[src/rtl/pe_dot_seq.sv]
// pe_dot_seq: bus-master sequencer that runs signed dot products on the memory-mapped PE.
// Optional busy-cycle counter is built when PE_DOT_SEQ_PERF_EN is defined.
module pe_dot_seq #(
    parameter int DEPTH    = 8,
    parameter int POLL_MAX = 50
) (
    input  logic        clk,
    input  logic        reset,
    input  logic        op_valid_i,
    output logic        op_ready_o,
    input  logic [7:0]  op_a_i,
    input  logic [7:0]  op_b_i,
    input  logic        op_last_i,
    input  logic        op_relu_i,
    output logic        res_valid_o,
    input  logic        res_ready_i,
    output logic [31:0] res_data_o,
    output logic        res_err_o,
    output logic        busy_o,
    output logic        pe_req_o,
    output logic [3:0]  pe_wen_o,
    output logic [2:0]  pe_addr_o,
    output logic [31:0] pe_wdata_o,
    input  logic [31:0] pe_rdata_i,
    output logic [31:0] perf_cycles_o
);
    localparam int AW = $clog2(DEPTH);
    localparam int PW = $clog2(POLL_MAX + 1);

    localparam logic [2:0]  ADDR_A      = 3'd0;
    localparam logic [2:0]  ADDR_B      = 3'd1;
    localparam logic [2:0]  ADDR_CTRL   = 3'd2;
    localparam logic [2:0]  ADDR_RES    = 3'd3;
    localparam logic [2:0]  ADDR_STATUS = 3'd4;
    localparam logic [3:0]  WEN_WRITE   = 4'hF;
    localparam logic [31:0] CTRL_CLEAR  = 32'h0000_0004;

    typedef enum logic [3:0] {
        S_IDLE, S_CLR, S_WR_A, S_WR_B, S_WR_GO, S_POLL_RQ, S_POLL_CK,
        S_RD_RQ, S_RD_CK, S_OUT, S_ERR
    } state_t;

    typedef struct packed {
        logic [7:0] a;
        logic [7:0] b;
        logic       last;
        logic       relu;
    } entry_t;

    entry_t        mem [DEPTH];
    logic [AW-1:0] wr_ptr, rd_ptr;
    logic [AW:0]   count;
    logic          push, pop, empty;
    entry_t        head;

    state_t        state_q, state_d;
    logic          first_q, last_q;
    logic [PW-1:0] poll_cnt_q;
    logic [31:0]   res_data_q;
    logic          res_err_q;

    assign empty      = (count == '0);
    assign op_ready_o = !reset && (count != (AW + 1)'(DEPTH));
    assign push       = op_valid_i && op_ready_o;
    assign head       = mem[rd_ptr];

    // NOTE: the storage array is deliberately not reset; pointers and count alone define contents.
    always_ff @(posedge clk) begin
        if (push) mem[wr_ptr] <= '{a: op_a_i, b: op_b_i, last: op_last_i, relu: op_relu_i};
    end

    // NOTE: sequential state uses non-blocking assignments so every register samples pre-edge values.
    always_ff @(posedge clk or posedge reset) begin
        if (reset) begin
            wr_ptr <= '0;
            rd_ptr <= '0;
            count  <= '0;
        end else begin
            if (push) wr_ptr <= wr_ptr + 1'b1;
            if (pop)  rd_ptr <= rd_ptr + 1'b1;
            case ({push, pop})
                2'b10:   count <= count + 1'b1;
                2'b01:   count <= count - 1'b1;
                default: ;
            endcase
        end
    end

    // NOTE: every output of this block gets a default first, so no path can infer a latch.
    always_comb begin
        state_d    = state_q;
        pop        = 1'b0;
        pe_req_o   = 1'b0;
        pe_wen_o   = 4'h0;
        pe_addr_o  = 3'd0;
        pe_wdata_o = 32'h0;
        case (state_q)
            S_IDLE: if (!empty) state_d = first_q ? S_CLR : S_WR_A;
            S_CLR: begin
                pe_req_o   = 1'b1;
                pe_wen_o   = WEN_WRITE;
                pe_addr_o  = ADDR_CTRL;
                pe_wdata_o = CTRL_CLEAR;
                state_d    = S_WR_A;
            end
            S_WR_A: begin
                pe_req_o   = 1'b1;
                pe_wen_o   = WEN_WRITE;
                pe_addr_o  = ADDR_A;
                pe_wdata_o = {24'h0, head.a};
                state_d    = S_WR_B;
            end
            S_WR_B: begin
                pe_req_o   = 1'b1;
                pe_wen_o   = WEN_WRITE;
                pe_addr_o  = ADDR_B;
                pe_wdata_o = {{24{head.b[7]}}, head.b};
                state_d    = S_WR_GO;
            end
            S_WR_GO: begin
                pe_req_o   = 1'b1;
                pe_wen_o   = WEN_WRITE;
                pe_addr_o  = ADDR_CTRL;
                pe_wdata_o = {30'h0, head.last & head.relu, 1'b1};
                pop        = 1'b1;
                state_d    = S_POLL_RQ;
            end
            S_POLL_RQ: begin
                pe_req_o  = 1'b1;
                pe_addr_o = ADDR_STATUS;
                state_d   = S_POLL_CK;
            end
            S_POLL_CK: begin
                if (pe_rdata_i[0])                       state_d = last_q ? S_RD_RQ : S_IDLE;
                else if (poll_cnt_q == PW'(POLL_MAX - 1)) state_d = S_ERR;
                else                                     state_d = S_POLL_RQ;
            end
            S_RD_RQ: begin
                pe_req_o  = 1'b1;
                pe_addr_o = ADDR_RES;
                state_d   = S_RD_CK;
            end
            S_RD_CK: state_d = S_OUT;
            S_OUT:   if (res_ready_i) state_d = S_IDLE;
            S_ERR: begin
                // Drain the rest of the aborted vector so the next one starts on a clean boundary.
                if (last_q) begin
                    state_d = S_OUT;
                end else if (!empty) begin
                    pop = 1'b1;
                    if (head.last) state_d = S_OUT;
                end
            end
            default: state_d = S_IDLE;
        endcase
    end

    always_ff @(posedge clk or posedge reset) begin
        if (reset) begin
            state_q    <= S_IDLE;
            first_q    <= 1'b1;
            last_q     <= 1'b0;
            poll_cnt_q <= '0;
            res_data_q <= 32'h0;
            res_err_q  <= 1'b0;
        end else begin
            state_q <= state_d;
            case (state_q)
                S_WR_GO: begin
                    last_q     <= head.last;
                    poll_cnt_q <= '0;
                end
                S_POLL_CK: begin
                    if (!pe_rdata_i[0]) poll_cnt_q <= poll_cnt_q + 1'b1;
                    else if (!last_q)   first_q    <= 1'b0;
                end
                S_RD_CK: begin
                    res_data_q <= pe_rdata_i;
                    res_err_q  <= 1'b0;
                end
                S_ERR: begin
                    res_data_q <= 32'h0;
                    res_err_q  <= 1'b1;
                end
                S_OUT: if (res_ready_i) first_q <= 1'b1;
                default: ;
            endcase
        end
    end

    assign busy_o      = (state_q != S_IDLE);
    assign res_valid_o = (state_q == S_OUT);
    assign res_data_o  = res_data_q;
    assign res_err_o   = res_err_q;

`ifdef PE_DOT_SEQ_PERF_EN
    logic [31:0] perf_q;

    always_ff @(posedge clk or posedge reset) begin
        if (reset)                         perf_q <= 32'h0;
        else if (busy_o && perf_q != '1)   perf_q <= perf_q + 1'b1;
    end

    assign perf_cycles_o = perf_q;
`else
    assign perf_cycles_o = 32'h0;
`endif

endmodule

[config.mk]
export PLATFORM = sky130hd
export DESIGN_NAME = pe_dot_seq
export DESIGN_NICKNAME = d
export VERILOG_FILES = /design/src/rtl/pe_dot_seq.sv
export SDC_FILE = /design/constraint.sdc
export NUM_CORES = 1
export LEC_CHECK = 0
export ABC_AREA = 1
export CAP_MARGIN = 20
export CORE_UTILIZATION = 55
export CTS_BUF_LIST = sky130_fd_sc_hd__clkbuf_4
export DETAILED_ROUTE_END_ITERATION = 12
export PLACE_DENSITY = 0.83
export SYNTH_ARGS = -nofsm -noshare
export SYNTH_HDL_FRONTEND = slang
export SYNTH_SLANG_ARGS = --single-unit
[constraint.sdc]
create_clock -name clk -period 3.3 [get_ports clk]
set_clock_uncertainty 0.2 [all_clocks]
set_input_delay 0.495 -clock clk [delete_from_list [all_inputs] [get_ports clk]]
set_output_delay 0.495 -clock clk [all_outputs]
set_load 0.01 [all_outputs]
# After elaboration in Yosys (flattened, before gate mapping)
# Memory sizes are Yosys's and may differ from the RTL's.
# Cells that the tools add are included.
dict set report word_totals {
  regBits 55
  ramBits 144
  input_bits 54
  mem_count 1
}
# memory depth width read_ports rd_ports_with_merged_regs write_ports line
set memory_table {}
lappend memory_table {mem 8 18 1 0 1 50} ;# entry_t mem [DEPTH];
dict set report classes {
  n_addsub 5
  n_eq_ne 21
  mux 28
  bitwise 1
  n_reduce_logical 16
}
# operator count
set ops {}
lappend ops {{$pmux 32 s4} 1}
lappend ops {{$pmux 32 s2} 1}
lappend ops {{$pmux 4 s11} 1}
lappend ops {{$mux 4} 8}
lappend ops {{$eq 4x3->1 const B} 4}
lappend ops {{$eq 4x4->1 const B} 3}
lappend ops {{$pmux 3 s4} 1}
lappend ops {{$pmux 6 s2} 1}
lappend ops {{$eq 4x2->1 const B} 2}
lappend ops {{$logic_not 4->1} 2}
lappend ops {{$mux 1} 8}
lappend ops {{$ne 2x2->1 const B} 4}
lappend ops {{$pmux 4 s2} 1}
lappend ops {{$reduce_and 4->1} 2}
lappend ops {{$reduce_bool 2->1} 4}
lappend ops {{$add 3x1->3 const B} 2}
lappend ops {{$add 6x1->6 const B} 1}
lappend ops {{$eq 6x6->1 const B} 1}
lappend ops {{$mux 6} 1}
lappend ops {{$ne 3x3->1 const B} 2}
lappend ops {{$pmux 1 s2} 3}
lappend ops {{$reduce_or 6->1} 1}
lappend ops {{$add 4x1->4 const B} 1}
lappend ops {{$eq 4x1->1 const B} 1}
lappend ops {{other kinds (14)} 15}

# Depth between registers and ports, before layout
dict set report logic_depth {
  depth_word 6
  ltp_mapped 13
  depth_no_buf 13
}

# Least setup slack after synthesis
# No wires, ideal clock.
dict set report synth_path {
  path_kind {reg-to-output}
  from {register rd_ptr[0]}
  to {output port pe_wdata_o[10]}
  arrival_ns 1.768
  slack_ns 0.837
  path_stages_with_launch 9
  n_path_buf 3
  path_cell_list {dfrtp_1 -> inv_2 -> buf_6 -> buf_2 -> nor2_1 -> o211ai_1 -> o211ai_2 -> inv_1 -> buf_4}
}
dict set report synth_between {
  elab_chain_len 2
}
# element line
set synth_rtl {}
lappend synth_rtl {{start: declaration} 51} ;# logic [AW-1:0] wr_ptr, rd_ptr;
lappend synth_rtl {{start signal: assignment} 80} ;# if (pop) rd_ptr <= rd_ptr + 1'b1;
lappend synth_rtl {{$mem_v2 8x18} -}
lappend synth_rtl {{$pmux 32 s4} 97} ;# case (state_q)
lappend synth_rtl {{end: declaration} 23} ;# output logic [31:0] pe_wdata_o,
# No other way between the ends.

# Final worst setup path
dict set report layout_path {
  from {register rd_ptr[0]}
  to {output port pe_wdata_o[5]}
}
# Same word-level chain as after synthesis.

==> reports/results.tsv <==
metric	value	unit
Total Wirelength	19500	um
Synth-to-Final Area Change	19.8	%
unrepaired setup endpoints after global routing	true	
detailed-route via count	6432	
final-layout fill cell count	1167	
layout cells sized above 1	0.117	
final non-filler cell area	0.0108	mm^2
Crit Path Category	reg2out	
die height	130	um
clock slew at reported path FFs	0.16	ns
Initial Util	0.566	
ys async rst share	0.276	
worst vdd ir	0.000451	V
Setup crit start kind	flop	
clk buf depth	2	
Post-synth EDFFs	144	
Place WS	0.449	ns
Crit. End Element	output pin	
CTS tree	done	
DRC Markers	0	
worst r2r src	state_q[0]	
Critical Path Sink	pe_wdata_o[5]	
crit-path max cell delay	0.54	ns
CP Launch Point	rd_ptr[0]	
Yosys reg bits	199	
Slew Limit Fails	0	
# hold bufs at CTS	0	
slowest stage cell, crit path	clkdlybuf4s50_1	
Worst Path Required	2.60	ns
CP dominant cell by count	nand2_1	
die area	0.0169	mm^2
DRT iter0 DRCs	694	
first-pass GRT wire length	29700	um
ys flop type	edfxtp_1	
Pre-antenna DRT Iters	5	
initial antenna violation count	0	
critical-path cell list	inv_2 -> buf_12 -> nor2_1 -> o22ai_1 -> nand2_1 -> nand2_1 -> nand2_1 -> nand2_1 -> clkdlybuf4s50_1	
H-tree Lvls	4	
FF+latch area	0.00571	mm^2
clock sinks	199	
Core Footprint	0.0159	mm^2
compound-cell area share of the yosys netlist	0.0756	
DP Area	0.0103	mm^2
final worst slack	0.0514	ns
Post-Synth Simple-Gate Area	0.183	
Slew headroom	0.536	
largest net degree at the start of global routing	41	
Util after Layout	0.678	
WL/cell	16.0	um
latest clock arrival within the worst-skew pair	0.58	ns
endpoints failing hold	0	
CP Max Fanout	34	
RD Place Congestion	0.852	
Multi-input gate area	0.00265	mm^2
top cell type by total area after synthesis	edfxtp_1	
status	finished clean	
Arr. time, crit path	2.55	ns
final setup fails	0	
Detail Route Antenna Nets	0	
Mapped Area	0.00902	mm^2
DP HPWL	12500	um
CTS root buf	clkbuf_4	
Slew @ Worst Pin	0.695	ns
Area contributors post-synth	edfxtp_1 (48%), dfrtp_1 (15%), nand2_1 (8.5%), buf_4 (5.2%), nor2_1 (4.9%)	
std cell rows	46	
cell leakage power	4.78	nW
synth warn	0	
Yosys cell types	39	
Syn Area/Cell	10.4	um^2
GRT overflow	0	
largest family of logic cells by synthesized area	simple AND/OR/NAND/NOR gates	
R2R cell count	13	
total track usage	0.235	
period utilisation layout	0.984	
post-synth top area share	0.480	
Worst R2R End	count[3]	
sequential share of the synthesized area	0.632	
Hold WC Path Type	in2async	
Vias/cell	5.27	
die width	130	um
Reg2Reg Setup Slack	0.62	ns
vias in the first global route	5858	
Pwr Total	8.78	mW
post-synthesis cell count	869	
I/O Buffers	129	
NumNets Final	1053	
maximum clock rate	0.308	GHz
minimum clock period after layout	3.25	ns
PD cells	813	mW/mm^2
max-capacitance violation count	0	
Adder-Cell Fraction of Synth Area	0.0119	
# IOs	162	
post-synthesis mux area share	0	
XOR/XNOR share of the synthesized area	0.00680	
CTS Buf Count	17	
[cell usage after synthesis, types with 2 or more instances]
master    number
nand3_1       58
nand2_1      204
inv_2          7
nand2_2        6
inv_1         38
ha_1           7
dfrtp_1       54
o22ai_1        8
o21bai_1       2
o21ai_0       60
buf_6          3
nand2_4        3
a21oi_1        6
edfxtp_1     144
xor2_1         5
clkbuf_1       8
xnor2_1        2
buf_4         63
buf_2         20
nor2_2         5
o31ai_2        2
o21ai_1       25
o211ai_1       6
nor2_1       117
nor2_4         2
[worst max-delay path: cells and delay by family (launching register included)]
family / cells / cell delay (ns)
AOI/OAI and AO/OA: 1 / 0.20
buffers and inverters: 3 / 0.94
DFF: 1 / 0.49
and+or+nand+nor: 5 / 0.33
[per-stage QoR]
stage          hold WS, ns  instances  TNS (ns)
2_1_floorplan        0.253        900         0
4_1_cts              0.195       1209     -1.98
3_3_place_gp         0.261       1176         0
6_report             0.219       1221         0
3_5_place_dp         0.265       1176         0
5_1_grt              0.225       1220    -0.518
[report_power, final]
| part | leakage [nW] | switching (mW) | internal [mW] |
|---|---|---|---|
| Clock | 0.153 | 0.793 | 0.478 |
| Sequential | 1.99 | 0.287 | 3.12 |
| Combinational | 2.64 | 2.39 | 1.72 |
[worst min-delay path by stage]
| stage | startpoint | slack, ns | to | depth (start not counted) |
|---|---|---|---|---|
| after floorplan | last_q | 0.25 | last_q | 2 |
| after global placement | res_data_o[4] | 0.26 | res_data_o[4] | 2 |
| after detailed placement | res_data_o[2] | 0.26 | res_data_o[2] | 2 |
| after CTS | reset | 0.19 | rd_ptr[2] | 2 |
| after global routing | pe_rdata_i[11] | 0.22 | res_data_o[11] | 3 |
| final | reset | 0.22 | rd_ptr[2] | 2 |
[layout by cell type, fill, tap and decap left out, types with 3 or more instances in the layout]
cell             count
buf_4               24
nand2_4              3
xor2_1               5
clkinv_4             5
nand2_1            204
dfrtp_1             48
a21oi_1              6
dfrtp_2              6
clkdlybuf4s50_1    103
o21ai_0             60
ha_1                 7
nor2_2              13
o22ai_1              8
edfxtp_1           144
o211ai_1             6
conb_1              32
inv_1               35
nor2_1             109
buf_6                7
clkinvlp_4           6
nand2_2              6
nand3_1             58
dlymetal6s2s_1      26
clkbuf_4            19
inv_2                6
o21ai_1             25
[timing repair]
action / 4_1_cts / 5_1_grt
pin swaps: 0 / 2
setup endpoints to repair: 32 / 32
gates resized for setup: 12 / 41
setup buffers: 0 / 9
gates cloned: 1 / 2
[metal layers]
layer	global-route usage	share of wire	routed length [um]
met3	0.0418	0.066	1290
met1	0.322	0.42	8110
met4	0.0917	0.015	289
met2	0.377	0.50	9850
met5	0	0	0
[area by class of cell]
cell class	count	share of cell area
inverter	46	0.0178
antenna	1	0.000232
tap	216	0.0250
multi-input combinational	561	0.245
clock buffer	19	0.0132
timing repair inverter	3	0.00208
sequential	199	0.528
clock inverter	13	0.0135
timing repair buffer	163	0.155
[kinds of logic (layout without fill, tap and decap cells)]
kind of cell               Yosys count  after routing
DFF                                199            199
adders and majority gates            8              8
AOI/OAI and AO/OA                  116            116
buffers and inverters              140            244
xor gates and xnor gates             7              7
and+or+nand+nor                    398            398
other                                1             33
[registers in the layout (all words and copies together) (netlist names)]
signal      count
first_q         1
state_q         4
res_data_o     32
wr_ptr          3
res_err_o       1
rd_ptr          3
count           4
poll_cnt_q      6
mem           144
last_q          1
No activity file was read; power rests on OpenSTA's default activity.
